==> config.mk <==
export PLATFORM = sky130hd
export DESIGN_NAME = chain_score_reduce
export DESIGN_NICKNAME = d
export VERILOG_FILES = /design/src/rtl/chain_score_reduce.sv
export SDC_FILE = /design/constraint.sdc
export NUM_CORES = 1
export LEC_CHECK = 0
export CAP_MARGIN = 15
export CORE_UTILIZATION = 30
export CTS_CLUSTER_DIAMETER = 40
export DETAILED_ROUTE_END_ITERATION = 7
export GPL_TIMING_DRIVEN = 0
export RECOVER_POWER = 50
export SLEW_MARGIN = 20
export SYNTH_ARGS = -nofsm -noshare
export SYNTH_HDL_FRONTEND = slang
export SYNTH_SLANG_ARGS = --single-unit
==> constraint.sdc <==
create_clock -name clk -period 3.7 [get_ports clk]
set_input_delay 0.37 -clock clk [delete_from_list [all_inputs] [get_ports clk]]
set_output_delay 0.37 -clock clk [all_outputs]
set_load 0.005 [all_outputs]
==> src/rtl/chain_score_reduce.sv <==
// Per-anchor chain score reduction: f[i] = max(w_i, max_j(f[j] + score(j,i))) with best predecessor.
// Optional early termination of a group after MAX_SKIP non-improving candidates: define CHAIN_MAX_SKIP_EN.
module chain_score_reduce #(
  parameter int SCORE_W  = 32,
  parameter int IDX_W    = 16,
  parameter int MAX_SKIP = 25
) (
  input  logic               clk,
  input  logic               reset,
  input  logic               in_valid,
  output logic               in_ready,
  input  logic               in_first,
  input  logic               in_last,
  input  logic               in_pred_valid,
  input  logic [SCORE_W-1:0] in_wi,
  input  logic [SCORE_W-1:0] in_score,
  input  logic [SCORE_W-1:0] in_fj,
  input  logic [IDX_W-1:0]   in_j,
  output logic               out_valid,
  input  logic               out_ready,
  output logic [SCORE_W-1:0] out_f,
  output logic [IDX_W-1:0]   out_p,
  output logic [IDX_W-1:0]   out_anchor,
  output logic               err
);

  typedef enum logic [1:0] {IDLE, ACCUM, EMIT} state_t;

  localparam logic [IDX_W-1:0] NO_PRED = '1;

  state_t                    state, state_nx;
  logic signed [SCORE_W-1:0] best_f, base_f, upd_f, cand;
  logic signed [SCORE_W:0]   sum;
  logic [IDX_W-1:0]          best_p, base_p, upd_p;
  logic [IDX_W-1:0]          anchor;
  logic                      accept, take, proto_err, eval;

`ifdef CHAIN_MAX_SKIP_EN
  localparam int CNT_W = $clog2(MAX_SKIP + 1) + 1;
  logic [CNT_W-1:0] skip_cnt, base_cnt, upd_cnt;
`endif

  assign accept    = in_valid & in_ready;
  // A beat with in_first always (re)starts a group, even when it aborts an open one.
  assign take      = accept & (in_first | (state == ACCUM));
  assign proto_err = accept & (((state == IDLE) & ~in_first) | ((state == ACCUM) & in_first));

  // Saturating f[j] + score at SCORE_W+1 bits.
  always_comb begin
    sum = $signed({in_fj[SCORE_W-1], in_fj}) + $signed({in_score[SCORE_W-1], in_score});
    if (sum[SCORE_W] != sum[SCORE_W-1])
      cand = sum[SCORE_W] ? $signed({1'b1, {(SCORE_W-1){1'b0}}})
                          : $signed({1'b0, {(SCORE_W-1){1'b1}}});
    else
      cand = sum[SCORE_W-1:0];
  end

  always_comb begin
    base_f = in_first ? $signed(in_wi) : best_f;
    base_p = in_first ? NO_PRED : best_p;
    upd_f  = base_f;
    upd_p  = base_p;
`ifdef CHAIN_MAX_SKIP_EN
    base_cnt = in_first ? '0 : skip_cnt;
    upd_cnt  = base_cnt;
    eval     = in_pred_valid & (base_cnt < CNT_W'(MAX_SKIP));
`else
    eval     = in_pred_valid;
`endif
    if (eval) begin
      if (cand > base_f) begin
        upd_f = cand;
        upd_p = in_j;
`ifdef CHAIN_MAX_SKIP_EN
        upd_cnt = '0;
      end else begin
        upd_cnt = base_cnt + CNT_W'(1);
`endif
      end
    end
  end

  always_ff @(posedge clk or posedge reset) begin
    if (reset) state <= IDLE;
    else       state <= state_nx;
  end

  always_comb begin
    state_nx = state;
    case (state)
      IDLE, ACCUM: if (take) state_nx = in_last ? EMIT : ACCUM;
      EMIT:        if (out_ready) state_nx = IDLE;
      default:     state_nx = IDLE;
    endcase
  end

  always_comb begin
    in_ready  = (state != EMIT);
    out_valid = (state == EMIT);
  end

  always_ff @(posedge clk or posedge reset) begin
    if (reset) begin
      best_f <= '0;
      best_p <= NO_PRED;
      anchor <= '0;
      err    <= 1'b0;
`ifdef CHAIN_MAX_SKIP_EN
      skip_cnt <= '0;
`endif
    end else begin
      if (take) begin
        best_f <= upd_f;
        best_p <= upd_p;
`ifdef CHAIN_MAX_SKIP_EN
        skip_cnt <= upd_cnt;
`endif
      end
      if (proto_err) err <= 1'b1;
      if ((state == EMIT) && out_ready) anchor <= anchor + IDX_W'(1);
    end
  end

  assign out_f      = best_f;
  assign out_p      = best_p;
  assign out_anchor = anchor;

endmodule

==> results of run 1 <==
[layer usage]
| layer | share of wire, % | track usage (%) | routed length (um) | vias up |
|---|---|---|---|---|
| met5 | 0 | 0 | 0 | - |
| met4 | 3.0 | 6.98 | 668 | 0 |
| met3 | 6.5 | 4.31 | 1440 | 44 |
| met2 | 47 | 36.5 | 10500 | 268 |
| met1 | 44 | 26.8 | 9740 | 3065 |
| li1 | - | - | - | 3204 |
[logic make-up (layout without fill, tap and decap cells)]
group	after synthesis	after routing	share of synthesized area (%)
muxes	41	41	6.83
DFF	67	67	27.7
and+or+nand+nor	166	166	13.8
adders and majority gates	68	68	14.0
xor gates and xnor gates	39	39	5.58
buffers and inverters	58	346	4.05
AOI/OAI and AO/OA	252	252	28.0
[layout make-up]
cell class | count | area, sq um
multi-input cells | 566 | 4930
flip-flops and latches | 67 | 1700
fillers | 1809 | 9470
inverters | 17 | 72.6
repair buffers | 281 | 2650
clock buffers | 9 | 225
well taps | 265 | 332
plain buffers | 32 | 231
clock inverters | 7 | 116
[worst max-delay path: cells and delay by family]
| family | cells | cell delay [ps] |
|---|---|---|
| compound gates | 4 | 800 |
| fa+ha+maj | 2 | 590 |
| buf+inv | 18 | 2270 |
| simple gates | 9 | 2070 |
[stage by stage]
| stage | setup TNS (ps) | cell area [sq um] | power (mW) | cells |
|---|---|---|---|---|
| finish | -104160 | 10200 | 5.90 | 1244 |
| global route | -113140 | 10200 | 6.32 | 1244 |
| CTS | -109200 | 10000 | 5.71 | 1237 |
| detailed placement | -159840 | 8650 | 4.19 | 1141 |
| global placement | -159210 | 8620 | 4.15 | 1140 |
| floorplan | -93250 | 6450 | 2.97 | 691 |
[report_power, final]
group	switching, mW	internal (mW)
combinational	1.72	1.93
clock	0.333	0.657
sequential	0.220	1.04
[cells in the final DEF (no fill, tap or decap), types with 17 or more instances in the layout]
cell	count
sky130_fd_sc_hd__clkbuf_1	17
sky130_fd_sc_hd__ha_4	25
sky130_fd_sc_hd__dlygate4sd2_1	18
sky130_fd_sc_hd__clkdlybuf4s50_1	139
sky130_fd_sc_hd__a21o_1	21
sky130_fd_sc_hd__dfrtp_1	51
sky130_fd_sc_hd__xnor2_1	22
sky130_fd_sc_hd__nor2_1	28
sky130_fd_sc_hd__a21oi_1	43
sky130_fd_sc_hd__mux2i_1	33
sky130_fd_sc_hd__ha_1	40
sky130_fd_sc_hd__o21ai_0	32
sky130_fd_sc_hd__buf_4	89
sky130_fd_sc_hd__nand4_1	17
sky130_fd_sc_hd__nand2_1	42
sky130_fd_sc_hd__o211ai_1	21
[path summary, 6_finish.rpt]
check	end	slack, ps	cells past startpoint
hold reg to reg	out_anchor[15]$_DFFE_PP0P_	460	1
hold / removal	out_anchor[15]$_DFFE_PP0P_	460	1
setup / recovery	out_f[23]$_DFFE_PP0P_	-2220	33
min in group asynchronous	out_anchor[4]$_DFFE_PP0P_	620	2
max in group asynchronous	out_f[12]$_DFFE_PP0P_	1390	3
setup reg to reg	out_f[23]$_DFFE_PP0P_	340	13
[what timing repair did]
item	4_1_cts	5_1_grt
gates cloned	3	1
pin swaps	58	32
endpoints found under the setup margin	48	48
gates resized for setup	169	39
setup buffers	85	7
hold buffers	0	0
[registers in the layout, summed over array words and instances (netlist names)]
| register | cells |
|---|---|
| err | 1 |
| out_anchor | 16 |
| out_f | 32 |
| out_p | 16 |
| state | 2 |
==> flow_summary.yaml, run 1 <==
pwr:
  power_density_nw_per_um2: 576
  vdd.ir_drop.worst_uv: 263
  leakage_nw: 4.32
logic_synthesis:
  yosys.area.top_type_share_pct: 20.9
  synthCells: 691
  post-synth-top-area-cell: "sky130_fd_sc_hd__dfrtp_1"
  yosys_warnings: 0
  synthesis.area_per_instance_sq_um: 8.85
  synth_enable_flop_cells: 0
  synth_area_leaders: "sky130_fd_sc_hd__dfrtp_1, sky130_fd_sc_hd__ha_1, sky130_fd_sc_hd__dfstp_2"
  cell_area_after_synthesis_sq_um: 6120
  yosys.cell_count.top_type: "sky130_fd_sc_hd__ha_1"
  ys_ff_latch: 67
  synthFlopType: "sky130_fd_sc_hd__dfrtp_1"
  async_reset_ff_share_pct: 100
  synth_sequential_area_ratio_pct: 27.7
  synth_cell_type_count: 64
  yosys-top-cells-count: "sky130_fd_sc_hd__ha_1, sky130_fd_sc_hd__a21oi_1, sky130_fd_sc_hd__dfrtp_1"
  syn-num-nets: 878
timing:
  fmax_mhz: 169
  relSlewSlack_pct: 14.4
  holdWs_ps: 464
  setup_slack_ps: -2220
  hold_viol: 0
  unrepaired_setup_endpoints_after_global_routing: "true"
  finalSetupViolations: 48
  tightestPinTransition_ps: 1280
  period_minus_slack_ps: 5920
  finClkSkew_ps: 6.68
  final_min_period_over_clock_period_pct: 160
  report.final.slew_viol_count: 0
floorplanning:
  i_o_pins: 186
  core.rowCount: 51
  die_area_sq_um: 21000
  floorplan.die.height_um: 145
  design.core.area_sq_um: 19700
  floorplan.die.width_um: 145
  floorplan.initialDensity_pct: 31.0
global_routing:
  grt_first_pass_wirelength_um: 34300
  maximum_number_of_pins_on_one_net_before_global_route_repair: 50
  grt_overflow_total: 0
  via_count_of_the_first_global_routing_pass: 6471
  grt_antenna_before_repair: 0
  global_route.usage.total_pct: 21.4
final_layout:
  fin_util_pct: 52.0
  syn_to_final_growth_pct: 67.5
  number_of_nets_in_the_final_layout: 1161
  antenna-diode-count: 0
  drive_above_1_share_pct: 27.2
detailed_routing:
  number_of_detailed_route_iterations_in_the_first_pass: 8
  routed_wire_length_per_instance_um: 17.9
  viasPerCell: 5.29
  routed-via-count: 6581
  remaining_drc_errors: 0
  drtIter0Drc: 223
  route.antenna.remaining_nets: 0
  wirelength_um: 22300
clocking:
  maximum_clock_path_buffer_count: 2
  path_clk_slew_ps: 60
  clkSinkCount: 67
  ctsRootBufferMaster: "sky130_fd_sc_hd__clkbuf_16"
  cts_tree: "built"
  worst_skew_pair.late_latency_ps: 330
  cts_made_buffers: 9
  htree_levels: 3
setup_path:
  critical_path.most_common_cell: "sky130_fd_sc_hd__buf_4"
  critical-path-max-stage-delay_ps: 420
  critical_path.reg2reg.startpoint: "out_f[27]$_DFFE_PP0P_"
  worstSetupStartpointType: "primary input"
  critical_path_required_ps: 3910
  critical_path_arrival_ps: 6130
  timing.critical_path.slowest_stage_cell: "sky130_fd_sc_hd__or3_4"
  worst_setup_path_end_kind: "flop"
  critPathMaxFanout: 8
  path_class: "primary input to flop"
  worstSetupStartpoint: "in_score[12]"
worst_hold_path:
  min-delay-path-class: "flop to flop"
  hold_start: "out_anchor[15]$_DFFE_PP0P_"
job:
  drv_cap: 0
run_status:
  run_status: "finished, violations left"
  violations_in_the_final_reports: "negative setup slack"
placement:
  preCtsSetupSlack_ps: -3410
  count_of_buffers_inserted_at_the_top_level_ports: 184
  hpwl_um: 16400
  finalWeightedCongestion: 0.840
(Power assumes the default switching activity.)
==> run 2: changes to the inputs <==
--- a/config.mk
+++ b/config.mk
@@ -9,6 +9,7 @@
 export CORE_UTILIZATION = 30
 export CTS_CLUSTER_DIAMETER = 40
 export DETAILED_ROUTE_END_ITERATION = 7
+export GPL_ROUTABILITY_DRIVEN = 0
 export GPL_TIMING_DRIVEN = 0
 export RECOVER_POWER = 50
 export SLEW_MARGIN = 20
==> flow_summary.yaml, run 2 (synthesis gave the netlist of run 1 again) <==
final_layout:
  fin_cells: 1205
  flip_flop_count_of_the_largest_register_after_layout: 32
  final_cell_area_sq_um: 9700
  fin_util_pct: 49.2
  syn_to_final_growth_pct: 58.6
  drive_above_1_share_pct: 23.1
  layout.cells.most_common: "sky130_fd_sc_hd__clkdlybuf4s50_1"
  mostFrequentLayoutCells: "sky130_fd_sc_hd__clkdlybuf4s50_1, sky130_fd_sc_hd__buf_4, sky130_fd_sc_hd__dfrtp_1"
  number_of_nets_in_the_final_layout: 1121
timing:
  final_min_period_over_clock_period_pct: 159
  report.final.slew_viol_count: 0
  hold_viol: 0
  finalSetupViolations: 48
  setup_slack_ps: -2190
  unrepaired_setup_endpoints_after_global_routing: "true"
  tightestPinTransition_ps: 1290
  finClkSkew_ps: 6.21
  period_minus_slack_ps: 5890
  timing.setup.tns_ps: -100450
  relSlewSlack_pct: 14.1
  fmax_mhz: 170
detailed_routing:
  route.antenna.remaining_nets: 0
  drtIter0Drc: 319
  routed-via-count: 6417
  remaining_drc_errors: 0
  wirelength_um: 21400
  number_of_detailed_route_iterations_in_the_first_pass: 4
  viasPerCell: 5.33
  routed_wire_length_per_instance_um: 17.7
floorplanning:
  floorplan.die.width_um: 145
  die_area_sq_um: 21000
  i_o_pins: 186
  floorplan.initialDensity_pct: 31.0
  floorplan.die.height_um: 145
  design.core.area_sq_um: 19700
  core.rowCount: 51
worst_hold_path:
  hold_depth: 1
  min-delay-path-class: "flop to flop"
setup_path:
  worst_setup_path_end_kind: "flop"
  critPathTopFamily: "compound AO/OA/AOI/OAI gates"
  critPathMaxFanout: 7
  path_class: "primary input to flop"
  critical_path_required_ps: 3920
  critical_path.n_buffers_inverters: 5
  critical-path-max-stage-delay_ps: 430
  cp.depth: 27
  timing.critical_path.slowest_stage_cell: "sky130_fd_sc_hd__or3_4"
  worst-r2r-cell-count: 13
  worstSetupStartpointType: "primary input"
  critical_path_arrival_ps: 6110
global_routing:
  grt_overflow_total: 0
  via_count_of_the_first_global_routing_pass: 6256
  global_route.usage.total_pct: 20.7
  maximum_number_of_pins_on_one_net_before_global_route_repair: 51
  grt_antenna_before_repair: 1
  grt_first_pass_wirelength_um: 33300
clocking:
  clkSinkCount: 67
  ctsRootBufferMaster: "sky130_fd_sc_hd__clkbuf_16"
  htree_levels: 3
  path_clk_slew_ps: 50
  cts_made_buffers: 9
  cts_tree: "built"
  worst_skew_pair.late_latency_ps: 340
  maximum_clock_path_buffer_count: 2
run_status:
  violations_in_the_final_reports: "negative setup slack"
  run_status: "finished, violations left"
placement:
  placedInstanceArea_sq_um: 8650
  dpl.cell_count: 1141
  count_of_buffers_inserted_at_the_top_level_ports: 184
  preCtsSetupSlack_ps: -3470
  hpwl_um: 16300
pwr:
  leakage_nw: 4.08
  power_density_nw_per_um2: 570
  vdd.ir_drop.worst_uv: 265
job:
  drv_cap: 0
## run 2: cell types whose count changed in the layout (fill, tap and decap cells not counted), sizes merged
cell           change
buf               -35
bufinv             -2
clkbuf             +6
clkdlybuf4s50      -2
clkinv             -2
clkinvlp           -1
diode              +1
dlygate4sd2        -6
dlymetal6s2s       +2
## run 2: worst paths after layout
kind / from / to / slack (ps)
max: in_fj[1] / out_f[8]$_DFFE_PP0P_ / -2190
min: out_anchor[15]$_DFFE_PP0P_ / out_anchor[15]$_DFFE_PP0P_ / 460
max reg2reg: out_f[31]$_DFFE_PP0P_ / out_f[8]$_DFFE_PP0P_ / 350
min reg2reg: out_anchor[15]$_DFFE_PP0P_ / out_anchor[15]$_DFFE_PP0P_ / 460
max in group asynchronous: reset / out_f[26]$_DFFE_PP0P_ / 1400
min in group asynchronous: reset / out_anchor[2]$_DFFE_PP0P_ / 610
## run 2: layer usage
layer / GRT usage, % / vias up / share of wire [%] / routed length [um]
met1: 26.2 / 3020 / 44 / 9340
met3: 5.30 / 37 / 8.1 / 1730
met2: 34.3 / 242 / 46 / 9790
met4: 6.26 / 0 / 2.4 / 510
met5: 0 / - / 0 / 0
li1: - / 3118 / - / -
## run 2: stage by stage
stage | power [mW] | hold slack (ps)
3_5_place_dp | 4.18 | 463
6_report | 5.53 | 463
5_1_grt | 5.97 | 485
4_1_cts | 5.44 | 338
2_1_floorplan | 2.97 | 443
3_3_place_gp | 4.15 | 459
## run 2: cell type report
class,instances,area [sq um]
clock buffers,14,264
well taps,265,332
fillers,1849,10000
multi-input cells,566,4810
diodes,1,2.50
inverters,17,72.6
plain buffers,32,236
clock inverters,2,35.0
flip-flops and latches,67,1700
repair buffers,241,2250
## run 2: where the power goes
part,switching (mW),leakage [nW],internal [mW]
registers,0.214,0.816,1.04
logic,1.61,3.12,1.80
clock network,0.313,0.147,0.558
## run 2: what timing repair did
item,in CTS,in global routing
cloned,4,0
buffers inserted,42,11
pin swaps,49,36
hold buffers,0,0
endpoints found under the setup margin,48,48
gates resized for setup,169,37
